### config.mk
export PLATFORM = sky130hd
export DESIGN_NAME = y86_seq_controller
export DESIGN_NICKNAME = d
export VERILOG_FILES = /design/src/rtl/y86_seq_controller.sv
export SDC_FILE = /design/constraint.sdc
export NUM_CORES = 1
export LEC_CHECK = 0
export CAP_MARGIN = 20
export CORE_MARGIN = 3
export CORE_UTILIZATION = 27
export DETAILED_ROUTE_END_ITERATION = 8
export GPL_TIMING_DRIVEN = 0
export PLACE_DENSITY = 0.69
export SLEW_MARGIN = 40
export SYNTH_ARGS = -nofsm -noshare
export SYNTH_HDL_FRONTEND = slang
export SYNTH_SLANG_ARGS = --single-unit
### constraint.sdc
create_clock -name clk -period 2.1 [get_ports clk]
set_input_delay 0.315 -clock clk [delete_from_list [all_inputs] [get_ports clk]]
set_output_delay 0.315 -clock clk [all_outputs]
set_load 0.01 [all_outputs]
### src/rtl/y86_seq_controller.sv
// Multi-cycle sequencer for the Y86-64 SEQ datapath: stage strobes, imem/dmem handshakes, PC and status.
// Optional macro SINGLE_STEP_EN adds a step input and a STEP_WAIT pause after every retired instruction.
module y86_seq_controller #(
  parameter logic [63:0] RESET_PC    = 64'h0,
  parameter int unsigned ACK_TIMEOUT = 16
) (
  input  logic        clk,
  input  logic        rst_n,
  input  logic        start,
`ifdef SINGLE_STEP_EN
  input  logic        step,
`endif
  input  logic [3:0]  icode,
  input  logic        cnd,
  input  logic [63:0] valP,
  input  logic [63:0] valC,
  input  logic [63:0] valM,
  input  logic        imem_ack,
  input  logic        imem_err,
  input  logic        dmem_ack,
  input  logic        dmem_err,
  output logic        imem_req,
  output logic        dmem_req,
  output logic        en_decode,
  output logic        en_execute,
  output logic        en_writeback,
  output logic [63:0] pc,
  output logic [2:0]  stat,
  output logic        busy,
  output logic        retired
);

  typedef enum logic [3:0] {
    S_IDLE, S_FETCH, S_DECODE, S_EXECUTE, S_MEMORY,
    S_WRITEBACK, S_PCUPD, S_HALTED, S_STEP_WAIT
  } state_t;

  localparam logic [2:0]  STAT_AOK = 3'd1;
  localparam logic [2:0]  STAT_HLT = 3'd2;
  localparam logic [2:0]  STAT_ADR = 3'd3;
  localparam logic [2:0]  STAT_INS = 3'd4;
  localparam bit          TO_EN    = (ACK_TIMEOUT != 0);
  localparam logic [15:0] TO_LAST  = TO_EN ? 16'(ACK_TIMEOUT - 1) : 16'd0;

  state_t      state_r, state_s;
  logic [63:0] pc_r, pc_s;
  logic [2:0]  stat_r, stat_s;
  logic [3:0]  icode_r, icode_s;
  logic        cnd_r, cnd_s;
  logic [15:0] cnt_r, cnt_s;
  logic        imem_req_r, dmem_req_r, en_decode_r, en_execute_r, en_writeback_r;
  logic        busy_r, retired_r;
  logic        go_s, timeout_s;

  function automatic logic needs_mem(input logic [3:0] code);
    case (code)
      4'd4, 4'd5, 4'd8, 4'd9, 4'd10, 4'd11: needs_mem = 1'b1;
      default:                             needs_mem = 1'b0;
    endcase
  endfunction

  function automatic logic [63:0] next_pc(input logic [3:0] code, input logic taken,
                                          input logic [63:0] p, input logic [63:0] c,
                                          input logic [63:0] m);
    case (code)
      4'd7:    next_pc = taken ? c : p;
      4'd8:    next_pc = c;
      4'd9:    next_pc = m;
      default: next_pc = p;
    endcase
  endfunction

`ifdef SINGLE_STEP_EN
  assign go_s = start | step;
`else
  assign go_s = start;
`endif

  // Wait counter hits the limit on the last allowed cycle; an ack in that cycle still wins.
  assign timeout_s = TO_EN && (cnt_r == TO_LAST);

  // Next-state, next-PC and status selection.
  always_comb begin
    state_s = state_r;
    pc_s    = pc_r;
    stat_s  = stat_r;
    icode_s = icode_r;
    cnd_s   = cnd_r;
    cnt_s   = cnt_r;
    case (state_r)
      S_IDLE: begin
        if (go_s) begin
          state_s = S_FETCH;
          cnt_s   = 16'd0;
        end else begin
          state_s = S_IDLE;
        end
      end
      S_FETCH: begin
        if (imem_ack) begin
          if (imem_err) begin
            stat_s  = STAT_ADR;
            state_s = S_HALTED;
          end else begin
            state_s = S_DECODE;
          end
        end else if (timeout_s) begin
          stat_s  = STAT_ADR;
          state_s = S_HALTED;
        end else begin
          cnt_s = cnt_r + 16'd1;
        end
      end
      S_DECODE: begin
        icode_s = icode;
        if (icode > 4'd11) begin
          stat_s  = STAT_INS;
          state_s = S_HALTED;
        end else if (icode == 4'd0) begin
          stat_s  = STAT_HLT;
          state_s = S_HALTED;
        end else begin
          state_s = S_EXECUTE;
        end
      end
      S_EXECUTE: begin
        cnd_s   = cnd;
        cnt_s   = 16'd0;
        state_s = S_MEMORY;
      end
      S_MEMORY: begin
        if (!needs_mem(icode_r)) begin
          state_s = S_WRITEBACK;
        end else if (dmem_ack) begin
          if (dmem_err) begin
            stat_s  = STAT_ADR;
            state_s = S_HALTED;
          end else begin
            state_s = S_WRITEBACK;
          end
        end else if (timeout_s) begin
          stat_s  = STAT_ADR;
          state_s = S_HALTED;
        end else begin
          cnt_s = cnt_r + 16'd1;
        end
      end
      S_WRITEBACK: begin
        // PC is loaded on entry to PCUPD so it is visible alongside the retired pulse.
        pc_s    = next_pc(icode_r, cnd_r, valP, valC, valM);
        state_s = S_PCUPD;
      end
      S_PCUPD: begin
        cnt_s = 16'd0;
`ifdef SINGLE_STEP_EN
        state_s = S_STEP_WAIT;
`else
        state_s = S_FETCH;
`endif
      end
`ifdef SINGLE_STEP_EN
      S_STEP_WAIT: begin
        if (step) begin
          state_s = S_FETCH;
          cnt_s   = 16'd0;
        end else begin
          state_s = S_STEP_WAIT;
        end
      end
`endif
      S_HALTED: begin
        state_s = S_HALTED;
      end
      default: begin
        stat_s  = STAT_INS;
        state_s = S_HALTED;
      end
    endcase
  end

  // State, architectural registers and registered outputs decoded from the next state.
  always_ff @(posedge clk or negedge rst_n) begin
    if (!rst_n) begin
      state_r        <= S_IDLE;
      pc_r           <= RESET_PC;
      stat_r         <= STAT_AOK;
      icode_r        <= 4'd0;
      cnd_r          <= 1'b0;
      cnt_r          <= 16'd0;
      imem_req_r     <= 1'b0;
      dmem_req_r     <= 1'b0;
      en_decode_r    <= 1'b0;
      en_execute_r   <= 1'b0;
      en_writeback_r <= 1'b0;
      busy_r         <= 1'b0;
      retired_r      <= 1'b0;
    end else begin
      state_r        <= state_s;
      pc_r           <= pc_s;
      stat_r         <= stat_s;
      icode_r        <= icode_s;
      cnd_r          <= cnd_s;
      cnt_r          <= cnt_s;
      imem_req_r     <= (state_s == S_FETCH);
      dmem_req_r     <= (state_s == S_MEMORY) && needs_mem(icode_s);
      en_decode_r    <= (state_s == S_DECODE);
      en_execute_r   <= (state_s == S_EXECUTE);
      en_writeback_r <= (state_s == S_WRITEBACK);
      busy_r         <= !(state_s inside {S_IDLE, S_HALTED, S_STEP_WAIT});
      retired_r      <= (state_s == S_PCUPD);
    end
  end

  assign imem_req     = imem_req_r;
  assign dmem_req     = dmem_req_r;
  assign en_decode    = en_decode_r;
  assign en_execute   = en_execute_r;
  assign en_writeback = en_writeback_r;
  assign pc           = pc_r;
  assign stat         = stat_r;
  assign busy         = busy_r;
  assign retired      = retired_r;

endmodule

==> run summary, run 1 <==
number of synthesized register bits: 99
actual slew at the worst max-slew pin: 0.640 ns
clock period minus final worst setup slack: 2.41 ns
worst stage delay on the critical path: 0.51 ns
async set or reset register ratio after synthesis: 1.00
placeable core area: 18800 sq um
number of cells on the worst reg-to-reg path: 9
DRT met1 WL: 9.00 mm
vertical die dimension: 145 um
data arrival time at the worst-slack endpoint: 2.64 ns
commonest register cell after synthesis: sky130_fd_sc_hd__dfrtp_1
count of buffers from port buffering: 277
synthesis-to-layout area growth: 75.4%
antenna violation net count after detailed routing: 0
Clock Pin Slew Worst Setup and Hold Paths: 0.07 ns
initial core utilization: 0.276
clock tree from TritonCTS: yes
summed negative setup slack over all endpoints: -4.27 ns
Post-Syn Instances: 568
ANT cells: 0
DRC errors left: 0
result of the run: complete, but fails checks
category of cells accounting for the largest share of critical-path delay: simple AND/OR/NAND/NOR gates
number of nets in the finished design: 1083
cell with the largest stage delay on the worst path: sky130_fd_sc_hd__or4b_1
initial antenna violation count: 0
count of yosys warnings during synthesis: 0
unrepaired setup endpoints after global routing: true
max_slew headroom: 0.574
placed insts: 1106
Peak Freq: 0.415 GHz
Seq/Total Area, Yosys: 0.477
number of clock sinks: 99
fraction of power consumed by combinational cells: 0.349
number of optimization iterations in the first detailed-route pass: 4
nature of the critical path endpoint: flip-flop
capture point of the worst reg-to-reg path: cnt_r[0]
clock tree buffer depth: 2
violated checks: setup timing
number of vias per cell after detailed routing: 4.99
Tot GR Track Use: 0.186
clock buffer count from CTS: 9
layout cells sized above 1: 0.144
weighted congestion at the end of routability-driven global placement: 0.806
Synth cell types: 57
count of endpoints failing setup in the final report: 22
number of buffers and inverters on the critical path: 2
vias in the first global route: 5353
leftover overflow at the end of global routing: 0
routed length on met3: 1.63 mm
static leakage: 3.55 nW
data required time at the worst endpoint: 2.34 ns
Fin Clk Skew: 0.0122 ns
total half-perimeter wirelength after legalization and detailed placement: 15.7 mm
synthesized cell area: 5190 sq um
final std cell area, no fill: 9110 sq um
top layer in use: met4
overall via count from detail_route: 5702
flop2flop setup slack: -0.31 ns
horizontal die dimension: 145 um
net switching power of the design: 1.97 mW
I/O Pins: 278
cells traversed along the worst timing path: ha_4 > nor4bb_4 > nand4_1 > buf_4 > a41oi_2 > or4b_1 > buf_6 > o21a_4 > mux2_4
Clock Root Buffer: sky130_fd_sc_hd__clkbuf_16
metal2 WL: 10.3 mm
P_int: 4.66 mW
WL/cell: 18.5 um
Slew Limit Fails: 0
maximum number of pins on one net before global-route repair: 61
crit path setup slack, layout: -0.307 ns
part of the power in the clock network: 0.244
DRC violation total after the first TritonRoute iteration: 281
critical path fanouts, max: 6
worst IR drop on VDD: 0.000400 V
kind of path behind the tightest hold check: primary input to asynchronous set/reset pin
power share of the sequential group: 0.407
non-filler cells in the finished layout: 1143
ratio of final minimum period to clock period: 1.15
Net Count, Synth: 773
total wire length after detailed routing: 21.2 mm
count of final hold-check violations: 0
category of the critical setup timing path: flip-flop to flip-flop
Die ar.: 20900 sq um
placed instance area: 8350 sq um
number of maximum-capacitance violations: 0
H-tree lvl count: 3
Power Density: 727 nW/um^2
row count: 50
wire length of the first global-routing pass: 29.7 mm
number of enable-type register cells in the synthesized netlist: 0
clock latency of the later-clocked register in the worst-skew pair: 0.35 ns
worst r2r src: cnt_r[1]
switching part of the total: 0.297
Mapped Avg Cell Area: 9.15 sq um
Setup crit start kind: flip-flop
-- worst max-delay path by stage --
stage                           from       end  slack, ns  cells past startpoint
after floorplan             cnt_r[0]  cnt_r[0]      -0.14                      8
after global placement         rst_n     pc[4]      -3.26                      1
after detailed placement  icode_r[2]    pc[40]      -0.82                      7
after CTS                   cnt_r[0]  cnt_r[0]      -0.26                      9
after global routing        cnt_r[1]  cnt_r[0]      -0.38                      9
final                       cnt_r[1]  cnt_r[0]      -0.31                      9
-- registers in the layout, summed over array words and instances (netlist names) --
register / cells
stat: 3
icode_r: 4
en_writeback: 1
imem_req: 1
retired: 1
state_r: 4
busy: 1
cnd_r: 1
pc: 64
en_decode: 1
en_execute: 1
dmem_req: 1
cnt_r: 16
-- metal layers --
| layer | vias to the layer above | track usage |
|---|---|---|
| met3 | 21 | 0.0500 |
| met1 | 2731 | 0.243 |
| met2 | 214 | 0.305 |
| li1 | 2736 | - |
| met4 | 0 | 0.0515 |
| met5 | - | 0 |
-- Yosys cell counts (all sizes together) (2+ instances only) --
cell type,instances,area (sq um)
a21oi,137,686
dfrtp,98,2450
nor2,78,293
a22o,64,561
clkbuf,24,90.1
buf,18,86.3
nand2,17,63.8
a31oi,14,87.6
inv,13,48.8
o21ai,11,55.1
nand3,10,50.1
nor3,8,51.3
nand4,6,37.5
mux2,5,60.1
nor2b,5,31.3
a41oi,4,35.0
nor4,4,25.0
a32o,3,30.0
nor3b,3,22.5
o211ai,3,22.5
o21a,3,37.5
o22ai,3,25.0
o31ai,3,22.5
or3,3,18.8
or4b,3,33.8
a311oi,2,17.5
mux2i,2,20.0
nor4b,2,23.8
o31a,2,17.5
or2,2,12.5
or3b,2,17.5
-- cells by family after synthesis --
family                     synth area share
DFF                                   0.477
xor gates and xnor gates            0.00169
and+or+nand+nor                       0.137
muxes                                0.0154
AOI/OAI and AO/OA                     0.322
adders and majority gates           0.00241
buffers and inverters                0.0434
other                              0.000722
-- what timing repair did --
action,4_1_cts,5_1_grt
gates resized for setup,42,63
hold buffers,1,0
buffers inserted,10,11
pin swaps,4,11
setup endpoints to repair,90,81
endpoints found under the hold margin,39,0
cloned,0,0
-- final cells by class --
cell class,instances,area (sq um)
inverter,13,48.8
timing repair buffer,300,3000
tap,260,325
sequential,99,2480
clock inverter,4,25.0
fill,1773,9720
multi-input combinational,414,2730
clock buffer,12,256
buffer,41,250
-- stage by stage --
step | hold WS, ns | util | setup WS [ns] | total power, mW
after floorplan | 0.0194 | - | -0.144 | 3.42
after global placement | 0.499 | 0.442 | -3.26 | 4.91
after detailed placement | 0.218 | 0.443 | -0.819 | 4.96
after CTS | 0.422 | 0.471 | -0.262 | 6.68
after global routing | 0.448 | 0.484 | -0.384 | 7.02
final | 0.423 | 0.484 | -0.307 | 6.63
-- cell usage in the layout, fill, tap and decap left out, types with 3 or more instances in the layout --
cell type                         netlist  layout
sky130_fd_sc_hd__a21oi_1              137     137
sky130_fd_sc_hd__a22o_1                64      64
sky130_fd_sc_hd__a31oi_1               14      13
sky130_fd_sc_hd__a32o_1                 3       3
sky130_fd_sc_hd__a41oi_1                4       3
sky130_fd_sc_hd__buf_2                  3       9
sky130_fd_sc_hd__buf_4                  4      24
sky130_fd_sc_hd__buf_6                  0       4
sky130_fd_sc_hd__clkbuf_1              24       3
sky130_fd_sc_hd__clkbuf_16              0       9
sky130_fd_sc_hd__clkbuf_2               0      19
sky130_fd_sc_hd__clkbuf_8               0       4
sky130_fd_sc_hd__clkdlybuf4s50_1        0     275
sky130_fd_sc_hd__dfrtp_1               98      93
sky130_fd_sc_hd__dfrtp_2                0       5
sky130_fd_sc_hd__inv_1                 12      12
sky130_fd_sc_hd__mux2_4                 1       3
sky130_fd_sc_hd__nand2_1               17      16
sky130_fd_sc_hd__nand3_1               10       8
sky130_fd_sc_hd__nand4_1                6       6
sky130_fd_sc_hd__nor2_1                78      72
sky130_fd_sc_hd__nor2_2                 0       3
sky130_fd_sc_hd__nor2_4                 0       3
sky130_fd_sc_hd__nor2b_1                5       5
sky130_fd_sc_hd__nor3_1                 7       6
sky130_fd_sc_hd__nor4_4                 0       3
sky130_fd_sc_hd__o211ai_1               3       3
sky130_fd_sc_hd__o21ai_0               10       9
-- power by group through the flow --
stage               Sequential (mW)  Clock (mW)  Combinational [mW]
floorplan                      2.89           0               0.532
global placement               2.69           0                2.22
detailed placement             2.71           0                2.25
CTS                            2.69        1.68                2.31
global route                   2.76        1.76                2.50
finish                         2.70        1.62                2.31
Power figures use the tool's default switching activity.
==> inputs of run 2 (changes only) <==
- PLACE_DENSITY: 0.69 -> 0.67
- clock period: 2.1 -> 3 ns (I/O delays scaled with it)
==> run summary, run 2 (synthesized netlist as in run 1, its figures left out) <==
overall via count from detail_route: 5726 (was 5702)
nature of the critical path endpoint: flip-flop (unchanged)
vias in the first global route: 5202 (was 5353)
number of cells on the worst reg-to-reg path: 7 (was 9)
placeable core area: 18800 sq um (unchanged)
clock latency of the later-clocked register in the worst-skew pair: 0.35 ns (about the same)
commonest cells after routing, fill and taps aside: sky130_fd_sc_hd__clkdlybuf4s50_1 (276), sky130_fd_sc_hd__a21oi_1 (137), sky130_fd_sc_hd__dfrtp_1 (98) (was sky130_fd_sc_hd__clkdlybuf4s50_1 (275), sky130_fd_sc_hd__a21oi_1 (137), sky130_fd_sc_hd__dfrtp_1 (93))
placed instance area: 8340 sq um (was 8350 sq um)
Clock Root Buffer: sky130_fd_sc_hd__clkbuf_16 (unchanged)
Tot GR Track Use: 0.187 (was 0.186)
I/O Pins: 278 (unchanged)
most used cell, CP: sky130_fd_sc_hd__a21oi_1
clock period minus final worst setup slack: 2.72 ns (was 2.41 ns)
initial core utilization: 0.276 (unchanged)
Clock Pin Slew Worst Setup and Hold Paths: 0.07 ns (about the same)
Fillers: 1796 (was 1773)
fraction of power consumed by combinational cells: 0.334 (was 0.349)
leftover overflow at the end of global routing: 0 (unchanged)
total half-perimeter wirelength after legalization and detailed placement: 16.4 mm (was 15.7 mm)
P_int: 3.35 mW (was 4.66 mW)
synthesis-to-layout area growth: 67.0% (was 75.4%)
part of the power in the clock network: 0.270 (was 0.244)
static leakage: 3.30 nW (was 3.55 nW)
crit path setup slack, layout: 0.281 ns (was -0.307 ns)
weighted congestion at the end of routability-driven global placement: 0.885 (was 0.806)
H-tree lvl count: 3 (unchanged)
worst stage delay on the critical path: 0.60 ns (was 0.51 ns)
layout cells sized above 1: 0.0521 (was 0.144)
category of the critical setup timing path: flip-flop to flip-flop (unchanged)
Post-CTS Setup Bufs: 0 (was 10)
max reg flops: 64 (unchanged)
data arrival time at the worst-slack endpoint: 2.99 ns (was 2.64 ns)
clock buffer count from CTS: 9 (unchanged)
met3 track utilization from global routing: 0.0401 (was 0.0500)
Power Density: 546 nW/um^2 (was 727 nW/um^2)
critical path fanouts, max: 10 (was 6)
count of final hold-check violations: 0 (unchanged)
number of nets in the finished design: 1063 (was 1083)
final worst hold slack: 0.512 ns (was 0.423 ns)
unrepaired setup endpoints after global routing: false (was true)
number of vias per cell after detailed routing: 5.09 (was 4.99)
horizontal die dimension: 145 um (unchanged)
cell with the largest stage delay on the worst path: sky130_fd_sc_hd__buf_1 (was sky130_fd_sc_hd__or4b_1)
Peak Freq: 0.368 GHz (was 0.415 GHz)
number of maximum-capacitance violations: 0 (unchanged)
DRC violation total after the first TritonRoute iteration: 418 (was 281)
DRC errors left: 0 (unchanged)
count of cell instances traversed by the critical path: 7 (was 9)
Die ar.: 20900 sq um (unchanged)
number of buffers and inverters on the critical path: 2 (unchanged)
Slew Limit Fails: 0 (unchanged)
max_slew headroom: 0.538 (was 0.574)
cells traversed along the worst timing path: nand2b_1 > o31ai_1 > clkbuf_1 > buf_1 > a22o_1 > a21oi_1 > a21oi_1 (was ha_4 > nor4bb_4 > nand4_1 > buf_4 > a41oi_2 > or4b_1 > buf_6 > o21a_4 > mux2_4)
clock tree from TritonCTS: yes (unchanged)
vertical die dimension: 145 um (unchanged)
most common library cell in the layout ignoring fill and taps: sky130_fd_sc_hd__clkdlybuf4s50_1 (unchanged)
non-filler cells in the finished layout: 1124 (was 1143)
total power after layout: 4.74 mW (was 6.63 mW)
result of the run: finished, final reports clean (was complete, but fails checks)
category of cells accounting for the largest share of critical-path delay: buffers and inverters (was simple AND/OR/NAND/NOR gates)
Setup crit start kind: flip-flop (unchanged)
setup slack after placement: 0.138 ns (was -0.819 ns)
number of clock sinks: 99 (unchanged)
WL/cell: 18.8 um (was 18.5 um)
post-route core utilization: 0.461 (was 0.484)
row count: 50 (unchanged)
met1 Resource Use GR: 0.266 (was 0.243)
net switching power of the design: 1.39 mW (was 1.97 mW)
summed negative setup slack over all endpoints: 0 ns (was -4.27 ns)
initial antenna violation count: 2 (was 0)
total wire length after detailed routing: 21.2 mm (about the same)
data required time at the worst endpoint: 3.27 ns (was 2.34 ns)
wire length of the first global-routing pass: 29.8 mm (was 29.7 mm)
grt peak-use layer: met2 (unchanged)
switching part of the total: 0.293 (was 0.297)
count of buffers from port buffering: 277 (unchanged)
WHS Path Cells: 1
count of endpoints failing setup in the final report: 0 (was 22)
number of optimization iterations in the first detailed-route pass: 4 (unchanged)
maximum number of pins on one net before global-route repair: 62 (was 61)
worst IR drop on VDD: 0.000310 V (was 0.000400 V)
clock tree buffer depth: 2 (unchanged)
Fin Clk Skew: 0.00626 ns (was 0.0122 ns)
actual slew at the worst max-slew pin: 0.687 ns (was 0.640 ns)
final std cell area, no fill: 8680 sq um (was 9110 sq um)
kind of path behind the tightest hold check: flip-flop to flip-flop (was primary input to asynchronous set/reset pin)
global routing met2 resource utilization: 0.291 (was 0.305)
ratio of final minimum period to clock period: 0.906 (was 1.15)
antenna violation net count after detailed routing: 0 (unchanged)
placed insts: 1106 (unchanged)
power share of the sequential group: 0.396 (was 0.407)
==> run 2: cell count changes in the layout (fill, tap and decap cells not counted), sizes merged <==
cell           delta
clkdlybuf4s50     +1
inv               +2
clkinvlp          -1
dlymetal6s2s      -1
buf              -20
diode             +1
clkbuf            -3
bufinv            +2
==> run 2: per-layer routing <==
metal	vias to the layer above	share of wire	wire (um)
li1	2698	-	-
met5	-	0.00061	13
met1	2803	0.45	9610
met4	2	0.011	230
met3	15	0.061	1300
met2	208	0.47	10000
==> run 2: cell type report <==
cell class	instances	area [sq um]	share of cell area
Tap cell	260	325	0.0375
Clock buffer	9	225	0.0260
Inverter	13	48.8	0.00562
Timing Repair Buffer	279	2820	0.324
Antenna cell	1	2.50	0.000288
Clock inverter	7	98.8	0.0114
Sequential cell	99	2480	0.286
Multi-Input combinational cell	414	2510	0.289
Buffer	42	176	0.0203
==> run 2: path summary, 6_finish.rpt <==
kind / end / slack [ns] / from
max reg2reg: pc[36] / 0.28 / icode_r[2]
max in group asynchronous: pc[31] / 1.81 / rst_n
max: pc[36] / 0.28 / icode_r[2]
min in group asynchronous: state_r[1] / 0.56 / rst_n
min: stat[1] / 0.51 / stat[1]
min reg2reg: stat[1] / 0.51 / stat[1]
==> run 2: repair_timing <==
action	in CTS	in global routing
hold buffers	1	0
gates resized for setup	0	0
hold endpoints to repair	37	0
==> run 2: power groups by stage <==
stage | combinational, mW | clock, mW | sequential, mW
final | 1.58 | 1.28 | 1.88
after global routing | 1.70 | 1.38 | 1.92
after CTS | 1.60 | 1.33 | 1.88
after detailed placement | 1.59 | 0 | 1.90
after global placement | 1.57 | 0 | 1.88
after floorplan | 0.372 | 0 | 2.02
==> inputs of run 3 (changes only) <==
- CORE_MARGIN: 3 -> 2
- CTS_CLUSTER_SIZE: unset -> 16
==> run summary, run 3 (synthesized netlist as in run 1, its figures left out) <==
result of the run: finished, final reports clean (unchanged)
final worst hold slack: 0.506 ns (was 0.512 ns)
DRC errors left: 0 (unchanged)
initial core utilization: 0.277 (was 0.276)
wire length of the first global-routing pass: 30.5 mm (was 29.8 mm)
number of clock sinks: 99 (unchanged)
max_slew headroom: 0.508 (was 0.538)
worst stage delay on the critical path: 0.63 ns (was 0.60 ns)
WL/cell: 19.2 um (was 18.8 um)
category of the critical setup timing path: flip-flop to flip-flop (unchanged)
crit path setup slack, layout: 0.276 ns (was 0.281 ns)
maximum number of pins on one net before global-route repair: 66 (was 62)
initial antenna violation count: 1 (was 2)
setup slack after placement: 0.130 ns (was 0.138 ns)
ratio of final minimum period to clock period: 0.908 (was 0.906)
clock tree from TritonCTS: yes (unchanged)
Power Density: 547 nW/um^2 (was 546 nW/um^2)
Die ar.: 20400 sq um (was 20900 sq um)
ANT cells: 0 (was 1)
cells traversed along the worst timing path: nand2b_1 > nor3b_1 > clkbuf_1 > buf_1 > a22o_1 > a21oi_1 > a21oi_1 (was nand2b_1 > o31ai_1 > clkbuf_1 > buf_1 > a22o_1 > a21oi_1 > a21oi_1)
DRC violation total after the first TritonRoute iteration: 337 (was 418)
nature of the critical path endpoint: flip-flop (unchanged)
clock buffer count from CTS: 9 (unchanged)
placed insts: 1080 (was 1106)
worst IR drop on VDD: 0.000259 V (was 0.000310 V)
antenna violation net count after detailed routing: 0 (unchanged)
row count: 50 (unchanged)
number of optimization iterations in the first detailed-route pass: 7 (was 4)
most common library cell in the layout ignoring fill and taps: sky130_fd_sc_hd__clkdlybuf4s50_1 (unchanged)
cell with the largest stage delay on the worst path: sky130_fd_sc_hd__buf_1 (unchanged)
clock latency of the later-clocked register in the worst-skew pair: 0.35 ns (about the same)
clock tree buffer depth: 2 (unchanged)
leftover overflow at the end of global routing: 0 (unchanged)
area of all sequential standard cells: 2480 sq um (unchanged)
Clock Root Buffer: sky130_fd_sc_hd__clkbuf_16 (unchanged)
number of maximum-capacitance violations: 0 (unchanged)
Fillers: 1856 (was 1796)
area used by multi-input combinational logic: 2510 sq um (unchanged)
critical path fanouts, max: 10 (unchanged)
count of endpoints failing setup in the final report: 0 (unchanged)
number of vias per cell after detailed routing: 5.16 (was 5.09)
horizontal die dimension: 143 um (was 145 um)
commonest cells after routing, fill and taps aside: sky130_fd_sc_hd__clkdlybuf4s50_1 (276), sky130_fd_sc_hd__a21oi_1 (137), sky130_fd_sc_hd__dfrtp_1 (98) (unchanged)
total wire length after detailed routing: 21.1 mm (was 21.2 mm)
Slew Limit Fails: 0 (unchanged)
most used cell, CP: sky130_fd_sc_hd__a21oi_1 (unchanged)
Clock Pin Slew Worst Setup and Hold Paths: 0.07 ns (about the same)
max reg flops: 64 (unchanged)
vertical die dimension: 143 um (was 145 um)
weighted congestion at the end of routability-driven global placement: 0.876 (was 0.885)
flop2flop setup slack: 0.28 ns (about the same)
synthesis-to-layout area growth: 66.3% (was 67.0%)
actual slew at the worst max-slew pin: 0.737 ns (was 0.687 ns)
data required time at the worst endpoint: 3.27 ns (about the same)
unrepaired setup endpoints after global routing: false (unchanged)
static leakage: 3.30 nW (about the same)
placeable core area: 18800 sq um (about the same)
Setup crit start kind: flip-flop (unchanged)
clock period minus final worst setup slack: 2.72 ns (about the same)
number of nets in the finished design: 1063 (unchanged)
count of buffers from port buffering: 277 (unchanged)
data arrival time at the worst-slack endpoint: 2.99 ns (about the same)
Peak Freq: 0.367 GHz (was 0.368 GHz)
count of final hold-check violations: 0 (unchanged)
layout cells sized above 1: 0.0521 (unchanged)
total half-perimeter wirelength after legalization and detailed placement: 16.3 mm (was 16.4 mm)
Post-CTS Setup Bufs: 0 (unchanged)
kind of path behind the tightest hold check: flip-flop to flip-flop (unchanged)
Fin Clk Skew: 0.00827 ns (was 0.00626 ns)
non-filler cells in the finished layout: 1097 (was 1124)
vias in the first global route: 5266 (was 5202)
overall via count from detail_route: 5665 (was 5726)
Tot GR Track Use: 0.198 (was 0.187)
H-tree lvl count: 3 (unchanged)
I/O Pins: 278 (unchanged)
==> run 3: cell types whose count changed in the layout (fill, tap and decap cells not counted), sizes merged <==
cell | previous run | this run
inv | 15 | 13
diode | 1 | 0
clkinv | 2 | 3
buf | 20 | 19
clkbuf | 33 | 35
==> run 3: final timing paths <==
path / from / endpoint / cells after the start
setup / recovery: icode_r[2] / pc[39] / 7
hold / removal: stat[1] / stat[1] / 1
setup reg to reg: icode_r[2] / pc[39] / 7
hold reg to reg: stat[1] / stat[1] / 1
max in group asynchronous: rst_n / pc[50] / 3
min in group asynchronous: rst_n / state_r[2] / 2
==> run 3: worst max-delay path: cells and delay by family (launching register included) <==
kind,cells,cell delay [ns]
and+or+nand+nor,2,0.58
DFF,1,0.39
buffers and inverters,2,1.18
AOI/OAI and AO/OA,3,0.48
==> run 3: routing by layer <==
metal  up-vias  part of all wire  track usage
li1       2693                 -            -
met1      2718              0.43        0.266
met2       222              0.48        0.315
met3        30             0.065       0.0426
met4         2             0.024       0.0709
met5         -           0.00076            0
==> run 3: what timing repair did <==
item | in CTS | in global routing
setup endpoints to repair | 0 | 3
hold buffers | 1 | 0
endpoints found under the hold margin | 34 | 0
gates resized for setup | 0 | 1
==> run 3: where the power goes <==
group	internal (mW)	leakage, nW	switching, mW
sequential	1.67	1.09	0.211
combinational	0.943	2.06	0.646
clock	0.733	0.153	0.527
==> run 3: stage by stage <==
stage          utilization  power, mW  setup TNS (ns)  area (sq um)
4_1_cts              0.460       4.79               0          8640
3_5_place_dp         0.443       3.49               0          8310
6_report             0.460       4.73               0          8640
5_1_grt              0.460       4.98               0          8640
2_1_floorplan            -       2.39               0          5190
3_3_place_gp         0.440       3.46         -248.49          8260
==> run 3: final cells by class <==
cell class / instances / area share
clock buffer: 10 / 0.0265
tap: 234 / 0.0339
multi-input combinational: 414 / 0.290
buffer: 42 / 0.0206
inverter: 13 / 0.00565
clock inverter: 6 / 0.0104
sequential: 99 / 0.287
timing repair buffer: 279 / 0.326
